**src/rtl/regfile_dump_ctrl.sv**
```systemverilog
// regfile_dump_ctrl: sweeps a register range through the register file's external read port and streams {addr,data} beats over valid/ready
//   clk, rst_n                   clock, synchronous active-low reset
//   start, first_addr, last_addr sweep request and inclusive range (taken only in IDLE)
//   abort                        terminate a sweep in progress
//   busy, done, aborted          status: active, completed pulse, aborted pulse
//   reg_rd_en, reg_addr, reg_data register file read port (data one cycle after enable)
//   m_valid, m_ready, m_addr, m_data, m_last  output beat stream
module regfile_dump_ctrl #(
    parameter int ADDR_W = 5,
    parameter int DATA_W = 32
) (
    input  logic              clk,
    input  logic              rst_n,
    input  logic              start,
    input  logic [ADDR_W-1:0] first_addr,
    input  logic [ADDR_W-1:0] last_addr,
    input  logic              abort,
    output logic              busy,
    output logic              done,
    output logic              aborted,
    output logic              reg_rd_en,
    output logic [ADDR_W-1:0] reg_addr,
    input  logic [DATA_W-1:0] reg_data,
    output logic              m_valid,
    input  logic              m_ready,
    output logic [ADDR_W-1:0] m_addr,
    output logic [DATA_W-1:0] m_data,
    output logic              m_last
);
    typedef enum logic [1:0] {IDLE, ISSUE, WAIT, SEND} state_t;
    state_t            state_q, state_d;
    logic [ADDR_W-1:0] cur_q, cur_d, last_q, last_d, m_addr_q, m_addr_d;
    logic [DATA_W-1:0] m_data_q, m_data_d;
    logic              m_last_q, m_last_d, done_q, done_d, aborted_q, aborted_d;

    always_comb begin
        state_d   = state_q;
        cur_d     = cur_q;
        last_d    = last_q;
        m_addr_d  = m_addr_q;
        m_data_d  = m_data_q;
        m_last_d  = m_last_q;
        done_d    = 1'b0;
        aborted_d = 1'b0;
        if (state_q != IDLE && abort) begin
            // abort beats a simultaneous handshake: no done, cur left as last issued
            state_d   = IDLE;
            aborted_d = 1'b1;
        end else begin
            case (state_q)
                IDLE: if (start) begin
                    cur_d   = first_addr;
                    last_d  = last_addr;
                    state_d = ISSUE;
                end
                ISSUE: state_d = WAIT;
                WAIT: begin
                    m_data_d = reg_data;
                    m_addr_d = cur_q;
                    m_last_d = cur_q == last_q;
                    state_d  = SEND;
                end
                SEND: if (m_ready) begin
                    // index wraps naturally at ADDR_W bits, so first>last sweeps through 0
                    done_d  = m_last_q;
                    cur_d   = m_last_q ? cur_q : cur_q + 1'b1;
                    state_d = m_last_q ? IDLE : ISSUE;
                end
                default: state_d = IDLE;
            endcase
        end
    end

    always_ff @(posedge clk) begin
        if (!rst_n) begin
            state_q   <= IDLE;
            cur_q     <= '0;
            last_q    <= '0;
            m_addr_q  <= '0;
            m_data_q  <= '0;
            m_last_q  <= 1'b0;
            done_q    <= 1'b0;
            aborted_q <= 1'b0;
        end else begin
            state_q   <= state_d;
            cur_q     <= cur_d;
            last_q    <= last_d;
            m_addr_q  <= m_addr_d;
            m_data_q  <= m_data_d;
            m_last_q  <= m_last_d;
            done_q    <= done_d;
            aborted_q <= aborted_d;
        end
    end

    // cur only changes when a new read is about to issue, so it doubles as the held read address
    assign busy      = state_q != IDLE;
    assign reg_rd_en = state_q == ISSUE;
    assign reg_addr  = cur_q;
    assign m_valid   = state_q == SEND;
    assign m_addr    = m_addr_q;
    assign m_data    = m_data_q;
    assign m_last    = m_last_q;
    assign done      = done_q;
    assign aborted   = aborted_q;
endmodule

```
**config.mk**
```make
export PLATFORM = sky130hd
export DESIGN_NAME = regfile_dump_ctrl
export DESIGN_NICKNAME = d
export VERILOG_FILES = /design/src/rtl/regfile_dump_ctrl.sv
export SDC_FILE = /design/constraint.sdc
export NUM_CORES = 1
export LEC_CHECK = 0
export BUFFER_PORTS_ARGS = -buffer_cell sky130_fd_sc_hd__buf_4
export CAP_MARGIN = 0
export CELL_PAD_IN_SITES_DETAIL_PLACEMENT = 0
export CELL_PAD_IN_SITES_GLOBAL_PLACEMENT = 1
export CORE_MARGIN = 2
export CORE_UTILIZATION = 25
export CTS_CLUSTER_DIAMETER = 60
export CTS_CLUSTER_SIZE = 30
export DETAILED_ROUTE_END_ITERATION = 8
export PLACE_DENSITY_LB_ADDON = 0.3
export SLEW_MARGIN = 10
export SYNTH_ARGS = -nofsm -noshare
export SYNTH_HDL_FRONTEND = slang
export SYNTH_SLANG_ARGS = --single-unit
```
**constraint.sdc**
```tcl
create_clock -name clk -period 2.05 [get_ports clk]
set_input_delay 0.615 -clock clk [delete_from_list [all_inputs] [get_ports clk]]
set_output_delay 0.615 -clock clk [all_outputs]
set_load 0.1 [all_outputs]
```
==> impl_metrics.tcl, run 1 <==
set metrics [dict create \
    h-tree-depth 2 \
    synthFlopType "dfxtp_1" \
    insertion_delay_ns 0.30 \
    track_usage 0.116 \
    synthArstFlopShare 0 \
    coreArea_sq_um 8760 \
    grt_max_degree 39 \
    cts_buffer_depth 2 \
    ys.warnings.count 0 \
    vdd_ir_drop_max_v 0.000987 \
    status "completed" \
    stdcell_count 453 \
    drtIter0Drc 35 \
    port_buffers 94 \
    synth_edf_count 0 \
    cts.reportedPaths.clkPinSlew_ns 0.08 \
    worstPathRequired_ns 1.43 \
    start_util 0.258 \
    finalHoldViolations 0 \
    leakage_nw 1.34 \
    gp_congestion 0.773 \
    hold_path_class "flop to flop" \
    ant_nets 0 \
    grt_pass1_wl_mm 9.22 \
    syn_inst 254 \
    grt_pass1_vias 1842 \
    rr_worst_depth 6 \
    relSlewSlack 0.714 \
    final_layout_size_suffix_gt1_frac 0.351 \
    crit_fanout 9 \
    use_met2 0.192 \
    fp.dieW_um 99.1 \
    dp.final_hpwl_mm 4.10 \
    via_per_inst 4.38 \
    fin_skew_ns 0.00798 \
    finalWirelength_mm 5.76 \
    cp.arrival_ns 1.28 \
    grt.busiest_layer "met2" \
    postCtsSetupBuffers 0 \
    drc 0 \
    tightest_slew_ns 0.429 \
    synth_area_sq_um 2260 \
    use_met1 0.151 \
    dieArea_sq_um 9820 \
    crit_type "flop to output port" \
    vias 1983 \
    syn-num-nets 308 \
    startpoint_type "flop" \
    layout_worst_path_cycle_share 0.927 \
    yosys_register_bits 52 \
    ctsHoldBuffers 0 \
    gr-total-overflow 0 \
    post-route-util 0.360 \
    synthDistinctLibCells 33 \
    critPathCaptureType "output port" \
    pin_count 95 \
    placed_cells 446 \
    root_buffer "clkbuf_8" \
    core.rowCount 34 \
    wl_per_cell_um 12.7 \
    power_density_nw_per_um2 1390 \
    power.total_mw 4.39 \
    cts_buffers 5 \
    synth_area_leader_cell "dfxtp_1" \
    layout_common_cells "98 x buf_4, 85 x nand2_1, 50 x dfxtp_1" \
    drtPass1Iterations 4 \
    die_h_um 99.1 \
    maxCapViolCount 0 \
    final_net_count 399 \
    hold_depth 2 \
    rsz0062_at_grt "false" \
    yosysSeqAreaShare 0.460 \
    antenna_found_initial 0 \
    synth.avg_cell_area_sq_um 8.90 \
    cts.sinks 52 \
    fin_crit_ns 1.90 \
    setup_violations 0 \
    antenna_cells 0 \
    area_growth_pct 39.4 \
    ys_top_cells_by_area "dfxtp_1 46%, nand2_1 14%, a21boi_0 7.3%" \
    synth_top_area_share 0.460 \
    drv_slew 0 \
    mostFrequentLayoutCell "buf_4" \
    cts_tree "built" \
    grt_util_met3 0.0316 \
    max_freq_ghz 0.526 \
]
==> logic make-up after synthesis <==
group,share of synthesized area
xor gates and xnor gates,0.0232
DFF,0.460
muxes,0.0205
buffers and inverters,0.0642
AOI/OAI and AO/OA,0.210
adders and majority gates,0.0387
and+or+nand+nor,0.183
==> worst paths after layout <==
path	start	endpoint	slack (ns)
hold reg to reg	m_addr[0]	m_addr[0]	0.46
setup / recovery	state_q[0]	busy	0.15
hold / removal	m_addr[0]	m_addr[0]	0.46
setup reg to reg	state_q[0]	m_data[12]	0.37
==> critical path, stage by stage (launching register included) <==
cell and delay [ns]:
dfxtp_2 0.35, inv_1 0.17, ha_4 0.23, inv_2 0.08, buf_12 0.17
==> per-layer routing <==
metal	routed length, um	share of wire	vias to the layer above
met5	0	0	-
li1	-	-	1017
met4	0	0	0
met1	2720	0.47	908
met2	2710	0.47	58
met3	332	0.058	0
==> where the power goes <==
part | total (mW) | internal [mW] | switching, mW
sequential | 1.33 | 1.19 | 0.134
clock | 0.557 | 0.233 | 0.324
combinational | 2.50 | 0.674 | 1.83
total | 4.39 | 2.10 | 2.29
==> synthesized netlist by cell type (2+ instances only) <==
| cell type | n |
|---|---|
| buf_6 | 6 |
| xnor2_1 | 2 |
| xor2_1 | 4 |
| inv_1 | 8 |
| a21boi_0 | 22 |
| a211oi_1 | 2 |
| buf_2 | 2 |
| clkbuf_1 | 6 |
| nand2_1 | 85 |
| ha_1 | 7 |
| nor3_1 | 2 |
| nand3_1 | 7 |
| a21boi_1 | 21 |
| buf_4 | 2 |
| nor2_1 | 2 |
| mux2i_1 | 2 |
| o21ai_0 | 3 |
| dfxtp_1 | 52 |
| o221a_2 | 3 |
| a21oi_1 | 3 |
==> metrics by stage <==
stage | hold WS, ns | setup TNS, ns | instance area (sq um) | worst slack, ns
after global routing | 0.482 | 0 | 3150 | 0.0688
final | 0.457 | 0 | 3150 | 0.150
after detailed placement | 0.447 | 0 | 3050 | 0.150
after CTS | 0.460 | 0 | 3140 | 0.0434
after global placement | 0.444 | 0 | 3050 | 0.203
after floorplan | 0.455 | -0.00356 | 2260 | -0.00356
==> state kept, by name (all words and copies together) (netlist names) <==
name / count
done: 1
m_last: 1
reg_addr: 5
state_q: 2
m_data: 32
aborted: 1
m_addr: 5
last_q: 5
==> cell type report <==
class,count,area [sq um]
Timing Repair Buffer,100,776
Multi-Input combinational cell,178,1090
Inverter,8,30.0
Tap cell,108,135
Fill cell,918,5610
Clock buffer,6,72.6
Sequential cell,52,1040
Clock inverter,1,5.00
==> repair_timing <==
| item | in CTS | in global routing |
|---|---|---|
| resized for setup | 6 | 2 |
| endpoints found under the setup margin | 1 | 1 |
| gates cloned | 0 | 0 |
Note: power is estimated with default switching activity, not from simulation.
==> run 2: changes to the inputs <==
--- a/config.mk
+++ b/config.mk
@@ -14,6 +14,7 @@
 export CTS_CLUSTER_DIAMETER = 60
 export CTS_CLUSTER_SIZE = 30
 export DETAILED_ROUTE_END_ITERATION = 8
+export GPL_TIMING_DRIVEN = 0
 export PLACE_DENSITY_LB_ADDON = 0.3
 export SLEW_MARGIN = 10
 export SYNTH_ARGS = -nofsm -noshare
==> constraint.sdc (replaced) <==
create_clock -name clk -period 2.4 [get_ports clk]
set_input_delay 0.72 -clock clk [delete_from_list [all_inputs] [get_ports clk]]
set_output_delay 0.72 -clock clk [all_outputs]
set_load 0.1 [all_outputs]
==> run 2 against run 1 <==
Compared with the run above: non-clock buffer count is 9 higher; global-route usage grew 0.64 points; first-iteration DRC count increased by 69%; cell area is 1.3% higher; register-to-register slack improved by 0.27 ns; die area unchanged.
==> impl_metrics.tcl, run 2 (same netlist as run 1, synthesis figures left out) <==
set metrics [dict create \
    status "completed" \
    startpoint_type "flop" \
    tightest_slew_ns 0.497 \
    rr_worst_depth 7 \
    setup_violations 0 \
    reg2reg_from "state_q[1]" \
    final_net_count 408 \
    core.rowCount 34 \
    area_growth_pct 41.3 \
    hold_path_end "m_data[1]" \
    worst_hold_slack_ns 0.456 \
    critPathCaptureType "output port" \
    drv_slew 0 \
    p_sw_mw 1.96 \
    layout_common_cells "94 x buf_4, 85 x nand2_1, 52 x dfxtp_1" \
    grt_max_degree 15 \
    insertion_delay_ns 0.29 \
    coreArea_sq_um 8760 \
    mostFrequentLayoutCell "buf_4" \
    grt_pass1_vias 1886 \
    finalHoldViolations 0 \
    crit_type "flop to output port" \
    ctsHoldBuffers 0 \
    relSlewSlack 0.669 \
    cts_buffer_depth 2 \
    hold_depth 2 \
    port_buffers 93 \
    gp_congestion 0.782 \
    vdd_ir_drop_max_v 0.000658 \
    h-tree-depth 2 \
    cts.sinks 52 \
    via_per_inst 4.38 \
    final_layout_size_suffix_gt1_frac 0.339 \
    fin_crit_ns 2.27 \
    worstPathRequired_ns 1.68 \
    drtIter0Drc 59 \
    dp.final_hpwl_mm 4.53 \
    cts_tree "built" \
    r2r_setup_slack_ns 0.64 \
    max_freq_ghz 0.441 \
    r2r-end "reg_addr[2]" \
    fin_ws_ns 0.132 \
    rsz0062_at_grt "false" \
    hold_path_class "flop to flop" \
    dp_slack_ns 0.401 \
    pin_count 95 \
    clkPwrFrac 0.140 \
    root_buffer "clkbuf_8" \
    finalWirelength_mm 5.93 \
    fp.dieW_um 99.1 \
    crit_fanout 9 \
    cp.arrival_ns 1.55 \
    cts_buffers 5 \
    wl_per_cell_um 12.8 \
    grt_pass1_wl_mm 9.57 \
    p_sw_frac 0.514 \
    dieArea_sq_um 9820 \
    cts.reportedPaths.clkPinSlew_ns 0.09 \
    antenna_cells 0 \
    tns_ns 0 \
    maxCapViolCount 0 \
    largest_reg_flops 32 \
    leakage_nw 1.37 \
    fin_skew_ns 0.00409 \
    post-route-util 0.365 \
    p_int_mw 1.85 \
    ant_nets 0 \
    die_h_um 99.1 \
    track_usage 0.122 \
    start_util 0.258 \
    gr-total-overflow 0 \
    drc 0 \
    vias 2025 \
    layout_worst_path_cycle_share 0.945 \
    worstHoldStart "m_data[1]" \
    seq_power_share 0.302 \
    p_comb_frac 0.558 \
    drtPass1Iterations 4 \
    power_density_nw_per_um2 1190 \
    antenna_found_initial 0 \
]
[run 2: cell types whose count changed in the layout (fill, tap and decap cells not counted), sizes merged]
| cell | before | now |
|---|---|---|
| buf | 100 | 103 |
| clkbuf | 6 | 13 |
| clkinv | 1 | 0 |
[run 2: worst max path at each step]
stage,start,to,slack [ns],cells past startpoint
finish,state_q[1],busy,0.13,5
global route,state_q[0],busy,0.02,5
CTS,state_q[0],busy,0.05,5
detailed placement,state_q[0],busy,0.40,5
global placement,state_q[0],busy,0.41,5
floorplan,state_q[1],reg_addr[0],0.17,5
[run 2: routing by layer]
layer | wire, um | vias to the layer above | global-route usage
met5 | 0 | - | 0
met4 | 35 | 0 | 0.0327
met3 | 396 | 4 | 0.0365
met2 | 2710 | 64 | 0.195
met1 | 2790 | 921 | 0.161
li1 | - | 1036 | -
[run 2: cell type report]
type	count	area, sq um
Fill cell	945	5570
Clock buffer	7	96.3
Sequential cell	52	1040
Buffer	16	115
Inverter	8	30.0
Tap cell	108	135
Timing Repair Buffer	93	702
Multi-Input combinational cell	178	1070
[run 2: repair_timing]
action	CTS	global route
endpoints found under the setup margin	0	1
resized for setup	0	1
buffers inserted	0	0
[run 2: power by group through the flow]
| stage | Sequential [mW] | Combinational (mW) | Clock (mW) |
|---|---|---|---|
| after floorplan | 2.02 | 0.819 | 0 |
| after global routing | 1.18 | 2.25 | 0.608 |
| after CTS | 1.15 | 2.14 | 0.565 |
| after detailed placement | 1.17 | 2.13 | 0 |
| final | 1.15 | 2.13 | 0.533 |
| after global placement | 1.17 | 2.12 | 0 |
[run 2: stage by stage]
stage	instances	total power [mW]	cell area, sq um
CTS	462	3.85	3190
floorplan	254	2.84	2260
global placement	455	3.29	3090
finish	462	3.81	3190
global route	462	4.03	3190
detailed placement	455	3.31	3090
[run 2: worst max-delay path: stages, from the launching register on]
cell and delay (ns):
dfxtp_1 0.43, inv_1 0.11, ha_1 0.21, buf_6 0.14
inv_1 0.12, buf_6 0.24
==> run 3: changes to the inputs <==
--- a/config.mk
+++ b/config.mk
@@ -9,7 +9,6 @@
 export CAP_MARGIN = 0
 export CELL_PAD_IN_SITES_DETAIL_PLACEMENT = 0
 export CELL_PAD_IN_SITES_GLOBAL_PLACEMENT = 1
-export CORE_MARGIN = 2
 export CORE_UTILIZATION = 25
 export CTS_CLUSTER_DIAMETER = 60
 export CTS_CLUSTER_SIZE = 30
==> run 3 against run 2 <==
Compared with the run above: cell count is 0.22% higher; first-iteration DRC count up 15%; flip-flop and latch count is the same; largest cell class unchanged; critical endpoint unchanged; cell area fell by 0.20%; clock skew is 0.00063 ns higher; total power fell by 0.50%; sequential power about the same; global-route usage barely moved; core utilization up 0.11 points; critical path depth unchanged; combinational power is essentially flat; hold slack improved by 0.0027 ns.
==> impl_metrics.tcl, run 3 (same netlist as run 1, synthesis figures left out) <==
set metrics [dict create \
    status "completed" \
    cts.sinks 52 \
    leakage_nw 1.36 \
    cts_buffer_depth 2 \
    hold_path_class "flop to flop" \
    finalHoldViolations 0 \
    grt_max_degree 15 \
    dieArea_sq_um 9430 \
    worstPathRequired_ns 1.68 \
    final_net_count 408 \
    die_h_um 97.1 \
    area_growth_pct 41.0 \
    vdd_ir_drop_max_v 0.000621 \
    cts_buffers 5 \
    drv_slew 0 \
    seq_area_sq_um 1040 \
    pin_count 95 \
    reg2reg_from "state_q[0]" \
    cts_tree "built" \
    h-tree-depth 2 \
    power_density_nw_per_um2 1190 \
    fp.dieW_um 97.1 \
    antenna_found_initial 0 \
    maxCapViolCount 0 \
    start_util 0.259 \
    crit_type "flop to output port" \
    root_buffer "clkbuf_8" \
    postCtsSetupBuffers 0 \
    cp.depth 5 \
    insertion_delay_ns 0.30 \
    layout_common_cells "94 x buf_4, 85 x nand2_1, 52 x dfxtp_1" \
    tns_ns 0 \
    cts.reportedPaths.clkPinSlew_ns 0.09 \
    fin_crit_ns 2.26 \
    cp_top_family "buffers and inverters" \
    drtPass1Iterations 4 \
    crit_buf_inv 4 \
    tightest_slew_ns 0.474 \
    via_per_inst 4.35 \
    fin_skew_ns 0.00471 \
    drtIter0Drc 68 \
    antenna_cells 0 \
    port_buffers 93 \
    mostFrequentLayoutCell "buf_4" \
    gr-total-overflow 0 \
    layout_worst_path_cycle_share 0.943 \
    slowest_stage "dfxtp_1" \
    post-route-util 0.366 \
    core.rowCount 34 \
    critPathCaptureType "output port" \
    coreArea_sq_um 8720 \
    grt_pass1_wl_mm 9.23 \
    rr_worst_depth 7 \
    setup_violations 0 \
    dp.final_hpwl_mm 4.35 \
    n_fill_cell 934 \
    crit_fanout 9 \
    relSlewSlack 0.684 \
    rsz0062_at_grt "false" \
    cp.arrival_ns 1.54 \
    grt_pass1_vias 1827 \
    drc 0 \
    track_usage 0.122 \
    crit_chain "inv_1, ha_1, buf_6, inv_1, buf_6" \
    vias 2015 \
    hold_depth 2 \
    critical-path-max-stage-delay_ns 0.40 \
    finalWirelength_mm 5.81 \
    startpoint_type "flop" \
    final_layout_size_suffix_gt1_frac 0.335 \
    ant_nets 0 \
    gp_congestion 0.781 \
    worstHoldStart "m_addr[2]" \
    max_freq_ghz 0.442 \
    cp-startpoint "state_q[0]" \
    multi_input_area_sq_um 1070 \
    largest_reg_flops 32 \
    wl_per_cell_um 12.5 \
]
## run 3: changes by cell type in the layout (fill, tap and decap cells not counted), sizes merged
cell    previous run  this run
clkbuf            13        14
## run 3: worst paths after layout
kind | endpoint | slack (ns)
worst max-delay path | busy | 0.14
worst min-delay path | m_addr[2] | 0.46
worst max register to register | reg_addr[0] | 0.62
worst min register to register | m_addr[2] | 0.46
## run 3: where the power goes
| group | internal [mW] | total (mW) | switching (mW) |
|---|---|---|---|
| clock | 0.236 | 0.517 | 0.281 |
| sequential | 1.02 | 1.15 | 0.138 |
| combinational | 0.577 | 2.12 | 1.54 |
## run 3: layer usage
layer	vias to the layer above	routed length, um	GRT usage
li1	1040	-	-
met1	912	2820	0.164
met3	4	368	0.0345
met2	59	2580	0.192
met4	0	40	0.0310
met5	-	0	0
## run 3: area by class of cell
type	instances	share of cell area
timing repair buffer	93	0.220
tap	108	0.0424
multi-input combinational	178	0.337
buffer	16	0.0361
sequential	52	0.327
clock buffer	8	0.0283
inverter	8	0.00942
## run 3: repair_timing
action                                  in CTS  in global routing
endpoints found under the setup margin       0                  1
hold buffers                                 0                  0
gates resized for setup                      0                  1
## run 3: tightest hold or removal path: stages (launching register included)
cell and delay [ns]:
dfxtp_1 0.32, nand2_1 0.05, a21boi_1 0.05
## run 3: metrics by stage
stage	power (mW)	worst slack, ns	area [sq um]	instances	hold WS (ns)
after global placement	3.29	0.414	3090	455	0.443
after CTS	3.83	0.0709	3180	463	0.462
after detailed placement	3.31	0.423	3090	455	0.448
after floorplan	2.84	0.166	2260	254	0.455
after global routing	3.99	0.0423	3190	463	0.479
final	3.79	0.136	3190	463	0.459
